==> src/rtl/contador_mod_n_pkg.sv <==
// Shared encodings for the modulo-N sequencing counter: terminal-behaviour modes
// and count-direction constants.
package contador_mod_n_pkg;

  typedef enum logic [1:0] {
    MODE_WRAP     = 2'b00,
    MODE_SAT      = 2'b01,
    MODE_ONESHOT  = 2'b10,
    MODE_WRAP_ALT = 2'b11
  } mode_e;

  localparam logic DIR_UP   = 1'b1;
  localparam logic DIR_DOWN = 1'b0;

endpackage

==> src/rtl/contador_mod_n_if.sv <==
// Control/status bundle of the modulo-N counter; master drives the controls,
// slave is the counter itself.
interface contador_mod_n_if
  import contador_mod_n_pkg::*;
#(
  parameter int WIDTH = 4
) ();

  logic             clear;
  logic             load;
  logic [WIDTH-1:0] load_value;
  logic             enable;
  logic             up_down;
  mode_e            mode;
  logic [WIDTH-1:0] limit;
  logic [WIDTH-1:0] count;
  logic             at_term;
  logic             tc_pulse;
  logic             done;

  modport master (
    output clear, load, load_value, enable, up_down, mode, limit,
    input  count, at_term, tc_pulse, done
  );

  modport slave (
    input  clear, load, load_value, enable, up_down, mode, limit,
    output count, at_term, tc_pulse, done
  );

endinterface

==> src/rtl/contador_mod_n_dff_sync_rst.sv <==
// Parametrised D register with synchronous active-high reset and load enable.
module dff_sync_rst #(
  parameter int WIDTH = 1
) (
  input  logic             clk,
  input  logic             rst,
  input  logic             en_i,
  input  logic [WIDTH-1:0] d_i,
  output logic [WIDTH-1:0] q_o
);

  always_ff @(posedge clk) begin
    if (rst) begin
      q_o <= '0;
    end else if (en_i) begin
      q_o <= d_i;
    end
  end

endmodule

==> src/rtl/contador_mod_n.sv <==
// Modulo-N up/down counter with programmable limit, wrap/saturate/one-shot
// terminal behaviour, clamped parallel load and a registered terminal pulse.
module contador_mod_n
  import contador_mod_n_pkg::*;
#(
  parameter int WIDTH = 4
) (
  input logic             clk,
  input logic             rst,
  contador_mod_n_if.slave bus
);

  logic [WIDTH-1:0] count_q, count_d;
  logic             done_q, done_d;
  logic             tc_q, tc_d;

  logic [WIDTH-1:0] incVal, decVal, incCarry, decBorrow, cntEqBits;
  logic [WIDTH:0]   cntBorrow, ldBorrow;
  logic             cntGtLim, cntEqLim, cntIsZero, ldGtLim, atTerm, countEn;
  logic [WIDTH-1:0] ldVal;

  assign incCarry[0]  = 1'b1;
  assign decBorrow[0] = 1'b1;
  assign cntBorrow[0] = 1'b0;
  assign ldBorrow[0]  = 1'b0;

  // Ripple incrementer/decrementer, and "a > limit" as the borrow out of limit - a.
  for (genvar i = 0; i < WIDTH; i++) begin : g_bit
    logic nLim, cG, cP, cPa, lEq, lG, lPa;
    not  (nLim, bus.limit[i]);
    and  (cG, nLim, count_q[i]);
    xnor (cntEqBits[i], bus.limit[i], count_q[i]);
    and  (cPa, cntEqBits[i], cntBorrow[i]);
    or   (cntBorrow[i+1], cG, cPa);
    and  (lG, nLim, bus.load_value[i]);
    xnor (lEq, bus.limit[i], bus.load_value[i]);
    and  (lPa, lEq, ldBorrow[i]);
    or   (ldBorrow[i+1], lG, lPa);
    xor  (incVal[i], count_q[i], incCarry[i]);
    xor  (decVal[i], count_q[i], decBorrow[i]);
    not  (cP, count_q[i]);
    if (i < WIDTH - 1) begin : g_chain
      and (incCarry[i+1], count_q[i], incCarry[i]);
      and (decBorrow[i+1], cP, decBorrow[i]);
    end
  end

  assign cntGtLim  = cntBorrow[WIDTH];
  assign ldGtLim   = ldBorrow[WIDTH];
  assign cntEqLim  = &cntEqBits;
  assign cntIsZero = ~|count_q;
  assign atTerm    = (bus.up_down == DIR_UP) ? (cntGtLim | cntEqLim) : cntIsZero;
  assign ldVal     = ldGtLim ? bus.limit : bus.load_value;
  assign countEn   = bus.clear | bus.load | (bus.enable & ~done_q);

  // Next-state selection; a completed one-shot ignores enable until clear/load/rst.
  always_comb begin
    count_d = count_q;
    done_d  = done_q;
    tc_d    = 1'b0;
    if (bus.clear) begin
      count_d = '0;
      done_d  = 1'b0;
    end else if (bus.load) begin
      count_d = ldVal;
      done_d  = 1'b0;
    end else if (bus.enable && !done_q) begin
      if (bus.up_down == DIR_UP) begin
        if (!atTerm) begin
          count_d = incVal;
        end else begin
          tc_d = 1'b1;
          case (bus.mode)
            MODE_SAT:     count_d = count_q;
            MODE_ONESHOT: done_d  = 1'b1;
            default:      count_d = '0;
          endcase
        end
      end else if (cntGtLim) begin
        count_d = bus.limit;
      end else if (!cntIsZero) begin
        count_d = decVal;
      end else begin
        tc_d = 1'b1;
        case (bus.mode)
          MODE_SAT:     count_d = count_q;
          MODE_ONESHOT: done_d  = 1'b1;
          default:      count_d = bus.limit;
        endcase
      end
    end
  end

  dff_sync_rst #(.WIDTH(WIDTH)) uCount (
    .clk (clk), .rst (rst), .en_i (countEn), .d_i (count_d), .q_o (count_q)
  );

  dff_sync_rst #(.WIDTH(1)) uDone (
    .clk (clk), .rst (rst), .en_i (1'b1), .d_i (done_d), .q_o (done_q)
  );

  dff_sync_rst #(.WIDTH(1)) uTc (
    .clk (clk), .rst (rst), .en_i (1'b1), .d_i (tc_d), .q_o (tc_q)
  );

  assign bus.count    = count_q;
  assign bus.at_term  = atTerm;
  assign bus.tc_pulse = tc_q;
  assign bus.done     = done_q;

endmodule

==> src/flat_wrapper.sv <==
// flat-port wrapper written by rule: the top's interface ports become plain ports
module contador_mod_n_flat import contador_mod_n_pkg::*;
#(
  parameter int WIDTH = 4
)
  (clk, rst, bus_clear, bus_load, bus_load_value, bus_enable, bus_up_down, bus_mode, bus_limit, bus_count, bus_at_term, bus_tc_pulse, bus_done);
  contador_mod_n_if #(.WIDTH(WIDTH)) bus_i ();
  input logic clk;
  input logic rst;
  input wire logic [$bits(bus_i.clear)-1:0] bus_clear;
  input wire logic [$bits(bus_i.load)-1:0] bus_load;
  input wire logic [$bits(bus_i.load_value)-1:0] bus_load_value;
  input wire logic [$bits(bus_i.enable)-1:0] bus_enable;
  input wire logic [$bits(bus_i.up_down)-1:0] bus_up_down;
  input wire logic [$bits(bus_i.mode)-1:0] bus_mode;
  input wire logic [$bits(bus_i.limit)-1:0] bus_limit;
  output wire logic [$bits(bus_i.count)-1:0] bus_count;
  output wire logic [$bits(bus_i.at_term)-1:0] bus_at_term;
  output wire logic [$bits(bus_i.tc_pulse)-1:0] bus_tc_pulse;
  output wire logic [$bits(bus_i.done)-1:0] bus_done;
  assign bus_i.clear = bus_clear;
  assign bus_i.load = bus_load;
  assign bus_i.load_value = bus_load_value;
  assign bus_i.enable = bus_enable;
  assign bus_i.up_down = bus_up_down;
  assign bus_i.mode = bus_mode;
  assign bus_i.limit = bus_limit;
  assign bus_count = bus_i.count;
  assign bus_at_term = bus_i.at_term;
  assign bus_tc_pulse = bus_i.tc_pulse;
  assign bus_done = bus_i.done;
  contador_mod_n #(.WIDTH(WIDTH)) u_core (.clk(clk), .rst(rst), .bus(bus_i));
endmodule
==> config.mk <==
export PLATFORM = sky130hd
export DESIGN_NAME = contador_mod_n_flat
export DESIGN_NICKNAME = d
export VERILOG_FILES = /design/src/rtl/contador_mod_n_pkg.sv /design/src/rtl/contador_mod_n_if.sv /design/src/rtl/contador_mod_n_dff_sync_rst.sv /design/src/rtl/contador_mod_n.sv /design/src/flat_wrapper.sv
export SDC_FILE = /design/constraint.sdc
export NUM_CORES = 1
export LEC_CHECK = 0
export ABC_AREA = 1
export CAP_MARGIN = 5
export CORE_UTILIZATION = 30
export CTS_CLUSTER_SIZE = 8
export DETAILED_ROUTE_END_ITERATION = 10
export MAX_ROUTING_LAYER = met4
export SETUP_SLACK_MARGIN = 0.05
export SYNTH_ARGS = -nofsm -noshare
export SYNTH_HDL_FRONTEND = slang
export SYNTH_HIERARCHICAL = 1
export SYNTH_SLANG_ARGS = --single-unit
==> constraint.sdc <==
create_clock -name clk -period 2.2 [get_ports clk]
set_clock_uncertainty 0.2 [all_clocks]
set_input_delay 0.22 -clock clk [delete_from_list [all_inputs] [get_ports clk]]
set_output_delay 0.22 -clock clk [all_outputs]
set_load 0.02 [all_outputs]
==> results.tsv <==
metric	value	unit
RSZ-0062 raised after global routing	yes	
initial antenna violation count	0	
# hold bufs at CTS	0	
die footprint	3810	um2
CTS H-tree depth	1	
Data required, critical path	2170	ps
register area share after synthesis	0.112	
Leakage Power	0.911	nW
area grow syn2layout	53.5	%
largest net degree at the start of global routing	9	
Antenna Diode Count	0	
Port Buffers	22	
Placed Cells	289	
CP max FO	6	
count of different cell masters after synthesis	22	
first-pass GRT wire length	5.24	mm
# fillers	338	
# IOs	23	
Post-synth top flop	dfxtp_1	
synth warn	6	
final slew viol count	0	
Final min period	2020	ps
Post-Synth Adder-Cell Area	0.152	
final core utilization	0.485	
clk buf depth	2	
Multi-input gate area	887	um2
Final Hold Fails	0	
post-synthesis xor/xnor area fraction	0.0164	
kind of critical path	reg -> reg	
flop2flop setup slack	180	ps
mux cell area share after synthesis	0	
Post-synth ARST share	0	
sequential cell area	126	um2
Design Power	0.604	mW
max_cap viols	0	
Die X	61.8	um
Post-synth EDFFs	0	
First-pass DRT Iterations	4	
Compound-Gate Fraction of Synth Area	0.0783	
CP arrival	1990	ps
Synth Area per Inst	5.41	um2
Final Instance Count excl. Fillers	293	
total grt overflow	0	
top post-synthesis cells by area	nand2_1 (25%), ha_1 (15%), dfxtp_1 (11%)	
clk sinks	6	
Starting Density	0.316	
layout cells sized above 1	0.283	
core box area	3390	um2
top-count cell post-synth	nand2_1	
Synth Area in Simple Gates	0.480	
antenna viol nets, final	0	
synthesized area	1070	um2
VDD IR max	0.000280	V
Iter 0 DRT Violations	52	
status	finished clean	
leading area contributor after synthesis	nand2_1	
Final TNS setup	0	ps
main combinational cell family by area after synthesis	simple AND/OR/NAND/NOR gates	
CTS Root Cell	clkbuf_4	
min-delay worst type	reg -> reg	
FP Rows	21	
register bit total from synthesis	6	
Setup crit start kind	flop	
hpwl dp	2.39	mm
top post-synthesis cells by count	nand2_1 (70), inv_1 (31), nand3_1 (21)	
Clk pin slew, worst setup/hold paths	40	ps
area share of the largest cell type after synthesis	0.245	
final setup fails	0	
height of the die	61.8	um
Max Freq	0.496	GHz
total number of vias	1266	
vias in the first global route	1214	
Final Hold Slack	431	ps
# DRC	0	
Final nets	278	
TritonCTS clock tree	done	
routed vias/inst	4.32	
Setup crit end kind	flop	
period utilization	0.917	
post-DR wirelength/cell	10.3	um
gr usage total	0.191	
gp weighted congestion	0.862	
drt total wl	3.03	mm
Num CTS Buffers	3	
worst skew pair latency	240	ps
cells after synthesis	198	
power density over cell area	367	nW/um2
## worst paths after layout
check                             from                   end  depth (start not counted)
setup / recovery  u_core/uCount/q_o[0]  u_core/uCount/q_o[2]                         16
hold / removal    u_core/uCount/q_o[0]  u_core/uCount/q_o[0]                          3
setup reg to reg  u_core/uCount/q_o[0]  u_core/uCount/q_o[2]                         16
hold reg to reg   u_core/uCount/q_o[0]  u_core/uCount/q_o[0]                          3
## sequential cells by signal (all words and copies together) (netlist names)
signal             count
u_core/uCount/q_o      4
u_core/uTc/q_o         1
u_core/uDone/q_o       1
## placed cells by master, fill, tap and decap left out, types with 2 or more instances in the layout
master	instances
nand3_1	18
nor2_2	6
o21ai_1	2
clkdlybuf4s50_1	17
ha_4	4
clkbuf_4	3
nor2_1	15
dlymetal6s2s_1	4
dfxtp_2	2
conb_1	4
a21oi_1	5
inv_1	27
dfxtp_1	3
o21ai_0	2
nand2_2	9
nand3_2	5
ha_1	8
a21oi_2	4
clkinv_1	3
nand2_1	65
buf_4	23
inv_2	9
## worst max-delay path, cell delays in order, from the launching register on
cell      delay (ps)
dfxtp_4          370
inv_1             90
ha_2             210
ha_1             270
inv_1             50
nand2_1           50
nand2_1           80
nand2_2           60
nand3_2           70
nand2_1           60
clkinv_1          40
nand2_1           60
a21oi_2          130
inv_1             50
nand2_1           50
nand2_1           50
nor2_1            70
## through the flow
step                cell area [um2]  setup slack [ps]
global route                   1640              2.57
floorplan                      1080               137
global placement               1510              -364
CTS                            1590              50.9
detailed placement             1510              -394
finish                         1640               184
## cells by family (layout without fill, tap and decap cells)
logic type,count (synthesis),in the layout
adders and majority gates,13,13
and+or+nand+nor,120,120
buffers and inverters,42,88
AOI/OAI and AO/OA,14,14
DFF,6,6
xor gates and xnor gates,2,2
other,1,4
## layout make-up
cell class	instances	area share
clock buffer	3	0.0137
tap	46	0.0350
multi-input combinational	153	0.540
timing repair buffer	45	0.242
sequential	6	0.0769
inverter	40	0.0928
## report_power, final
part / switching (mW) / internal, mW / total [mW]
Combinational: 0.206 / 0.173 / 0.379
Sequential: 0.00955 / 0.117 / 0.127
Clock: 0.0362 / 0.0615 / 0.0977
Total: 0.252 / 0.352 / 0.604
## timing repair
action,in CTS,in global routing
resized for setup,14,21
cloned,0,0
endpoints found under the hold margin,0,0
buffers inserted,1,0
pin swaps,2,5
endpoints found under the setup margin,6,7
## layer usage
layer / track usage / wire length, um / up-vias
met5: - / 0 / -
met4: 0.0857 / 56 / 0
met3: 0.0145 / 59 / 6
li1: - / - / 703
met2: 0.301 / 1440 / 18
met1: 0.251 / 1470 / 539
(Power assumes the default switching activity.)
